===== config.mk =====
export PLATFORM = sky130hd
export DESIGN_NAME = tcu_sequencer_flat
export DESIGN_NICKNAME = d
export VERILOG_FILES = /design/src/rtl/tcu_sequencer_if.sv /design/src/rtl/tcu_sequencer.sv /design/src/flat_wrapper.sv
export SDC_FILE = /design/constraint.sdc
export NUM_CORES = 1
export LEC_CHECK = 0
export CAP_MARGIN = 15
export CORE_AREA = 3 3 40 42
export DETAILED_ROUTE_END_ITERATION = 12
export DIE_AREA = 0 0 43 45
export SYNTH_ARGS = -nofsm -noshare
export SYNTH_HDL_FRONTEND = slang
export SYNTH_SLANG_ARGS = --single-unit

===== constraint.sdc =====
create_clock -name i_clk -period 1.34 [get_ports i_clk]
set_clock_uncertainty 0.15 [all_clocks]
set_input_delay 0.268 -clock i_clk [delete_from_list [all_inputs] [get_ports i_clk]]
set_output_delay 0.268 -clock i_clk [all_outputs]
set_load 0.02 [all_outputs]

===== src/rtl/tcu_sequencer_if.sv =====
// tcu_sequencer_if: decoder/IR-side signal bundle of the 6502 timing and interrupt sequencer.
// Sequencer inputs : i_rdy, i_last, i_nmi_n, i_irq_n, i_flag_i
// Sequencer outputs: o_tcu[2:0], o_sync, o_ir_load, o_force_brk, o_interrupt,
//                    o_res_seq, o_vector[1:0], o_jam
// slave modport is the sequencer itself; master is the surrounding core (or a bench).
interface tcu_sequencer_if;
    logic       i_rdy;
    logic       i_last;
    logic       i_nmi_n;
    logic       i_irq_n;
    logic       i_flag_i;
    logic [2:0] o_tcu;
    logic       o_sync;
    logic       o_ir_load;
    logic       o_force_brk;
    logic       o_interrupt;
    logic       o_res_seq;
    logic [1:0] o_vector;
    logic       o_jam;
    modport master (
        output i_rdy, i_last, i_nmi_n, i_irq_n, i_flag_i,
        input  o_tcu, o_sync, o_ir_load, o_force_brk, o_interrupt, o_res_seq, o_vector, o_jam
    );
    modport slave (
        input  i_rdy, i_last, i_nmi_n, i_irq_n, i_flag_i,
        output o_tcu, o_sync, o_ir_load, o_force_brk, o_interrupt, o_res_seq, o_vector, o_jam
    );
endinterface


===== src/rtl/tcu_sequencer.sv =====
// tcu_sequencer: 6502 timing counter (T0..T6), instruction end handling and RES/NMI/IRQ arbitration.
// Ports: i_clk, i_reset (async, active high), bus (tcu_sequencer_if.slave):
//   i_rdy freezes all state, i_last ends the instruction, i_nmi_n/i_irq_n/i_flag_i interrupt inputs;
//   o_tcu/o_sync/o_ir_load timing, o_force_brk/o_interrupt/o_res_seq/o_vector interrupt entry,
//   o_jam counter overran T6.
// Optional feature macro: CPU6502_NMI_EN enables NMI edge detect, priority and vector hijack.
module tcu_sequencer (
    input  logic           i_clk,
    input  logic           i_reset,
    tcu_sequencer_if.slave bus
);
    localparam logic [1:0] VEC_IRQ = 2'b00;
    localparam logic [1:0] VEC_NMI = 2'b01;
    localparam logic [1:0] VEC_RES = 2'b10;
    logic [2:0] tcu;
    logic [1:0] vector;
    logic       jam, force_brk, interrupt, res_seq;
    logic       step, irq_req, nmi_take, nmi_hijack;
    // A jammed counter freezes the whole sequencer until reset.
    assign step    = bus.i_rdy & ~jam;
    assign irq_req = ~bus.i_irq_n & ~bus.i_flag_i;
`ifdef CPU6502_NMI_EN
    logic nmi_q, nmi_pending, nmi_edge, nmi_clr;
    assign nmi_edge   = nmi_q & ~bus.i_nmi_n;
    assign nmi_take   = nmi_pending;
    // An NMI arriving early in an IRQ sequence redirects its vector instead of queueing a second entry.
    assign nmi_hijack = (nmi_edge | nmi_pending) & interrupt & (vector == VEC_IRQ) & (tcu <= 3'd4);
    assign nmi_clr    = step & (bus.i_last ? nmi_pending : nmi_hijack);
    always_ff @(posedge i_clk or posedge i_reset) begin
        if (i_reset) begin
            nmi_q       <= 1'b1;
            nmi_pending <= 1'b0;
        end else if (bus.i_rdy) begin
            nmi_q       <= bus.i_nmi_n;
            nmi_pending <= nmi_clr ? 1'b0 : (nmi_pending | nmi_edge);
        end
    end
`else
    assign nmi_take   = 1'b0;
    assign nmi_hijack = 1'b0;
`endif
    // Reset itself is the forced T0 of the RES sequence, so no separate RES pending flag survives it.
    always_ff @(posedge i_clk or posedge i_reset) begin
        if (i_reset) begin
            tcu       <= 3'd0;
            jam       <= 1'b0;
            force_brk <= 1'b1;
            interrupt <= 1'b1;
            res_seq   <= 1'b1;
            vector    <= VEC_RES;
        end else if (step) begin
            if (bus.i_last) begin
                tcu       <= 3'd0;
                force_brk <= nmi_take | irq_req;
                interrupt <= nmi_take | irq_req;
                res_seq   <= 1'b0;
                if (nmi_take | irq_req)
                    vector <= nmi_take ? VEC_NMI : VEC_IRQ;
            end else begin
                tcu       <= (tcu == 3'd6) ? 3'd7 : tcu + 3'd1;
                jam       <= (tcu == 3'd6);
                force_brk <= 1'b0;
                if (nmi_hijack)
                    vector <= VEC_NMI;
            end
        end
    end
    assign bus.o_tcu       = tcu;
    assign bus.o_sync      = (tcu == 3'd0);
    assign bus.o_ir_load   = (tcu == 3'd0) & bus.i_rdy & ~i_reset;
    assign bus.o_force_brk = force_brk;
    assign bus.o_interrupt = interrupt;
    assign bus.o_res_seq   = res_seq;
    assign bus.o_vector    = vector;
    assign bus.o_jam       = jam;
endmodule


===== src/flat_wrapper.sv =====
// flat-port wrapper written by rule: the top's interface ports become plain ports
module tcu_sequencer_flat 
  (i_clk, i_reset, bus_i_rdy, bus_i_last, bus_i_nmi_n, bus_i_irq_n, bus_i_flag_i, bus_o_tcu, bus_o_sync, bus_o_ir_load, bus_o_force_brk, bus_o_interrupt, bus_o_res_seq, bus_o_vector, bus_o_jam);
  tcu_sequencer_if bus_i ();
  input  logic i_clk;
  input  logic i_reset;
  input wire logic [$bits(bus_i.i_rdy)-1:0] bus_i_rdy;
  input wire logic [$bits(bus_i.i_last)-1:0] bus_i_last;
  input wire logic [$bits(bus_i.i_nmi_n)-1:0] bus_i_nmi_n;
  input wire logic [$bits(bus_i.i_irq_n)-1:0] bus_i_irq_n;
  input wire logic [$bits(bus_i.i_flag_i)-1:0] bus_i_flag_i;
  output wire logic [$bits(bus_i.o_tcu)-1:0] bus_o_tcu;
  output wire logic [$bits(bus_i.o_sync)-1:0] bus_o_sync;
  output wire logic [$bits(bus_i.o_ir_load)-1:0] bus_o_ir_load;
  output wire logic [$bits(bus_i.o_force_brk)-1:0] bus_o_force_brk;
  output wire logic [$bits(bus_i.o_interrupt)-1:0] bus_o_interrupt;
  output wire logic [$bits(bus_i.o_res_seq)-1:0] bus_o_res_seq;
  output wire logic [$bits(bus_i.o_vector)-1:0] bus_o_vector;
  output wire logic [$bits(bus_i.o_jam)-1:0] bus_o_jam;
  assign bus_i.i_rdy = bus_i_rdy;
  assign bus_i.i_last = bus_i_last;
  assign bus_i.i_nmi_n = bus_i_nmi_n;
  assign bus_i.i_irq_n = bus_i_irq_n;
  assign bus_i.i_flag_i = bus_i_flag_i;
  assign bus_o_tcu = bus_i.o_tcu;
  assign bus_o_sync = bus_i.o_sync;
  assign bus_o_ir_load = bus_i.o_ir_load;
  assign bus_o_force_brk = bus_i.o_force_brk;
  assign bus_o_interrupt = bus_i.o_interrupt;
  assign bus_o_res_seq = bus_i.o_res_seq;
  assign bus_o_vector = bus_i.o_vector;
  assign bus_o_jam = bus_i.o_jam;
  tcu_sequencer u_core (.i_clk(i_clk), .i_reset(i_reset), .bus(bus_i));
endmodule

==> summary.md <==
| Metric | Value |
|---|---|
| Number of fillers in the final layout | 115 |
| Post-synthesis adder-cell area fraction | 0.0912 |
| CTS tree | built |
| Initial DRC count | 3 |
| Post-CTS Hold Fix Bufs | 0 |
| Clock-pin slew on the worst setup and hold paths | 0.06 ns |
| Syn Nets | 49 |
| Die area | between 1500 and 2000 um^2 |
| First-pass GRT wire length | 1.91 mm |
| Fin cells | 91 |
| Distinct cells, synth | 21 |
| CP top delay family | flip-flops |
| # IOs | 18 |
| Slowest stage cell, crit path | dfrtp_2 |
| Most frequent cells after synthesis | dfrtp_1, dfstp_2, nand2_1 |
| Pin count of the biggest net entering global routing | 9 |
| Worst hold path type | in -> async |
| Worst path bufs/invs | 2 |
| FF+latch count, synth | 8 |
| Synth Area in XOR/XNOR | 0 |
| Drc violations | 0 |
| Area leader, netlist | dfstp_2 |
| Layout Area Growth over Synthesis | 97.0% |
| Share of the synthesized area in the top cell type | 0.255 |
| Min cycle time layout | about 1.7 ns |
| Critical path startpoint category | register |
| Final setup fails | 12 |
| DIE HEIGHT | roughly 45 um |
| Post-DP HPWL | 770 um |
| RSZ-0062 raised after global routing | true |
| Mapped Cells | 39 |
| Hold WS | 0.165 ns |
| Total CTS buffers | 3 |
| CP endpoint kind | output pin |
| Routed Antenna Nets | 0 |
| Htree depth | 1 |
| Critical Path AT | 1.29 ns |
| Pre-CTS setup slack | -0.590 ns |
| Clock Latency Late Sink | 0.26 ns |
| Post-synthesis cell area | 412 um^2 |
| Largest family of logic cells by synthesized area | simple AND/OR/NAND/NOR gates |
| Setup TNS | -2.17 ns |
| Simple-Gate Fraction of Synth Area | 0.210 |
| Final worst path period share | 1.27 |
| Slew Viols, Final | 0 |
| Failing checks | negative setup slack |
| Initial antenna violation count | 0 |
| Remaining Overflow, GRT | 0 |
| Worst EP required | 0.92 ns |
| Dpl cells | 82 |
| Final Wtd Congestion | 0.766 |
| Port bufs | 15 |
| F_max | 585 MHz |
| Top cells by area, synth | dfstp_2, dfrtp_1, ha_1, a21oi_1, o21ai_0 |
| Area occupied by multi-input gates | 228 um^2 |
| Num rows | 13 |
| Average cell area after synthesis | approximately 11 um^2 |
| Status | finished, violations left |
| Sequential cell area fraction in the yosys report | 0.498 |
| Sequential Area | 209 um^2 |
| Setup WS post-layout | -0.368 ns |
| Mux share of post-synthesis cell area | 0 |
| Number of global-route vias before repair | 460 |
| Clock tree sinks | 8 |
| Share of flip-flops with an asynchronous set or reset | 1.00 |
| DR vias/cell | roughly 4.6 |
| Number of synthesized flops with an enable pin | 0 |
| Compound-Gate Fraction of Synth Area | 0.137 |
| Crit-path max FO | 2 |
| Yosys Warn Count | 0 |
| Post-layout net count | 87 |
| Core region area | 1280 um^2 |
| WL/cell | 12.5 um |
| Clock Path Buffers | 2 |
| Slowest stage delay, CP | 0.41 ns |
| Layout cells sized above 1 | 0.684 |
| Gr usage total | 0.134 |
| Leakage | 0.398 nW |
| Max Cap Violations | 0 |
| Final Hold Viols | 0 |
| Die width | ~43 um |
| Pwr dens | 1920 nW/um^2 |
| Final WL | 1.14 mm |
| Critical Setup Path Class | reg -> out |
| Initial core utilization | 0.320 |
| Root buffer cell | clkbuf_4 |
| Antenna diodes | 0 |
| Drt pass-1 iters | 2 |
| Worst-path cell chain | inv_2 -> ha_4 -> nor2b_4 -> and3_4 -> buf_6 |
| Primary FF master, synth | dfstp_2 |
| Via count | 423 |
| Worst VDD drop | 1.30 mV |
stage by stage:
step | util | power (mW) | cell area, um^2
floorplan | - | 0.719 | 440
global placement | 0.550 | 1.14 | 707
detailed placement | 0.550 | 1.14 | 707
CTS | 0.613 | 1.49 | 788
global route | 0.631 | 1.66 | 811
finish | 0.631 | 1.56 | 811
tightest hold or removal path, delay by kind of cell:
family,cells,cell delay (ns)
buffers and inverters,3,0.65
routing by layer:
metal | share of wire | vias to the layer above | global-route usage
li1 | - | 205 | -
met3 | 0.050 | 4 | 0.0359
met1 | 0.40 | 202 | 0.166
met4 | 0.018 | 0 | 0.0542
met2 | 0.53 | 12 | 0.225
met5 | 0 | - | 0
flip-flops by register name, indices dropped and copies added (netlist names):
name	flops
u_core.bus.o_force_brk	1
u_core.bus.o_vector	1
u_core.bus.o_res_seq	1
u_core.bus.o_jam	1
u_core.bus.o_tcu	3
u_core.bus.o_interrupt	1
area by class of cell:
cell class | count | area share
inverters | 4 | 0.0185
multi-input cells | 26 | 0.281
flip-flops and latches | 8 | 0.258
clock buffers | 4 | 0.0324
repair buffers | 34 | 0.387
well taps | 15 | 0.0231
power by group:
group,switching (mW),leakage [nW],total [mW],internal (mW)
registers,0.0410,0.0903,0.354,0.313
clock network,0.0951,0.0150,0.210,0.115
logic,0.415,0.293,0.997,0.581
cell families (layout without fill, tap and decap cells):
family                     count (synthesis)  after routing
buffers and inverters                      5             42
other                                      1              1
AOI/OAI and AO/OA                          9              9
and+or+nand+nor                           13             13
adders and majority gates                  3              3
DFF                                        8              8
what timing repair did:
item                                    CTS  global route
gates resized for setup                  60             8
buffers inserted                          4             3
endpoints found under the setup margin   17            18
endpoints found under the hold margin     0             0
pin swaps                                 2             2
path summary, 6_finish.rpt:
check	from	to	slack, ns	cells after the start
worst max-delay path	u_core.bus.o_tcu[0]	bus_o_ir_load	-0.37	5
worst min-delay path	i_reset	u_core.bus.o_tcu[2]	0.17	3
worst max register to register	u_core.bus.o_tcu[0]	u_core.bus.o_tcu[1]	-0.26	7
worst min register to register	u_core.bus.o_force_brk	u_core.bus.o_force_brk	0.32	2
max in group asynchronous	i_reset	u_core.bus.o_force_brk	0.65	3
min in group i_clk	u_core.bus.o_force_brk	u_core.bus.o_force_brk	0.32	2
placed cells by master, fill, tap and decap left out, types with 2 or more instances in the layout:
| cell type | synthesis | final |
|---|---|---|
| a21oi_1 | 3 | 3 |
| buf_4 | 1 | 15 |
| buf_6 | 0 | 13 |
| clkbuf_4 | 0 | 3 |
| clkdlybuf4s50_1 | 0 | 5 |
| dfrtp_2 | 0 | 3 |
| dfstp_2 | 4 | 4 |
| ha_4 | 0 | 2 |
| inv_2 | 1 | 3 |
| nand2_1 | 4 | 4 |
| o21ai_0 | 3 | 2 |
No activity file was read; power rests on OpenSTA's default activity.
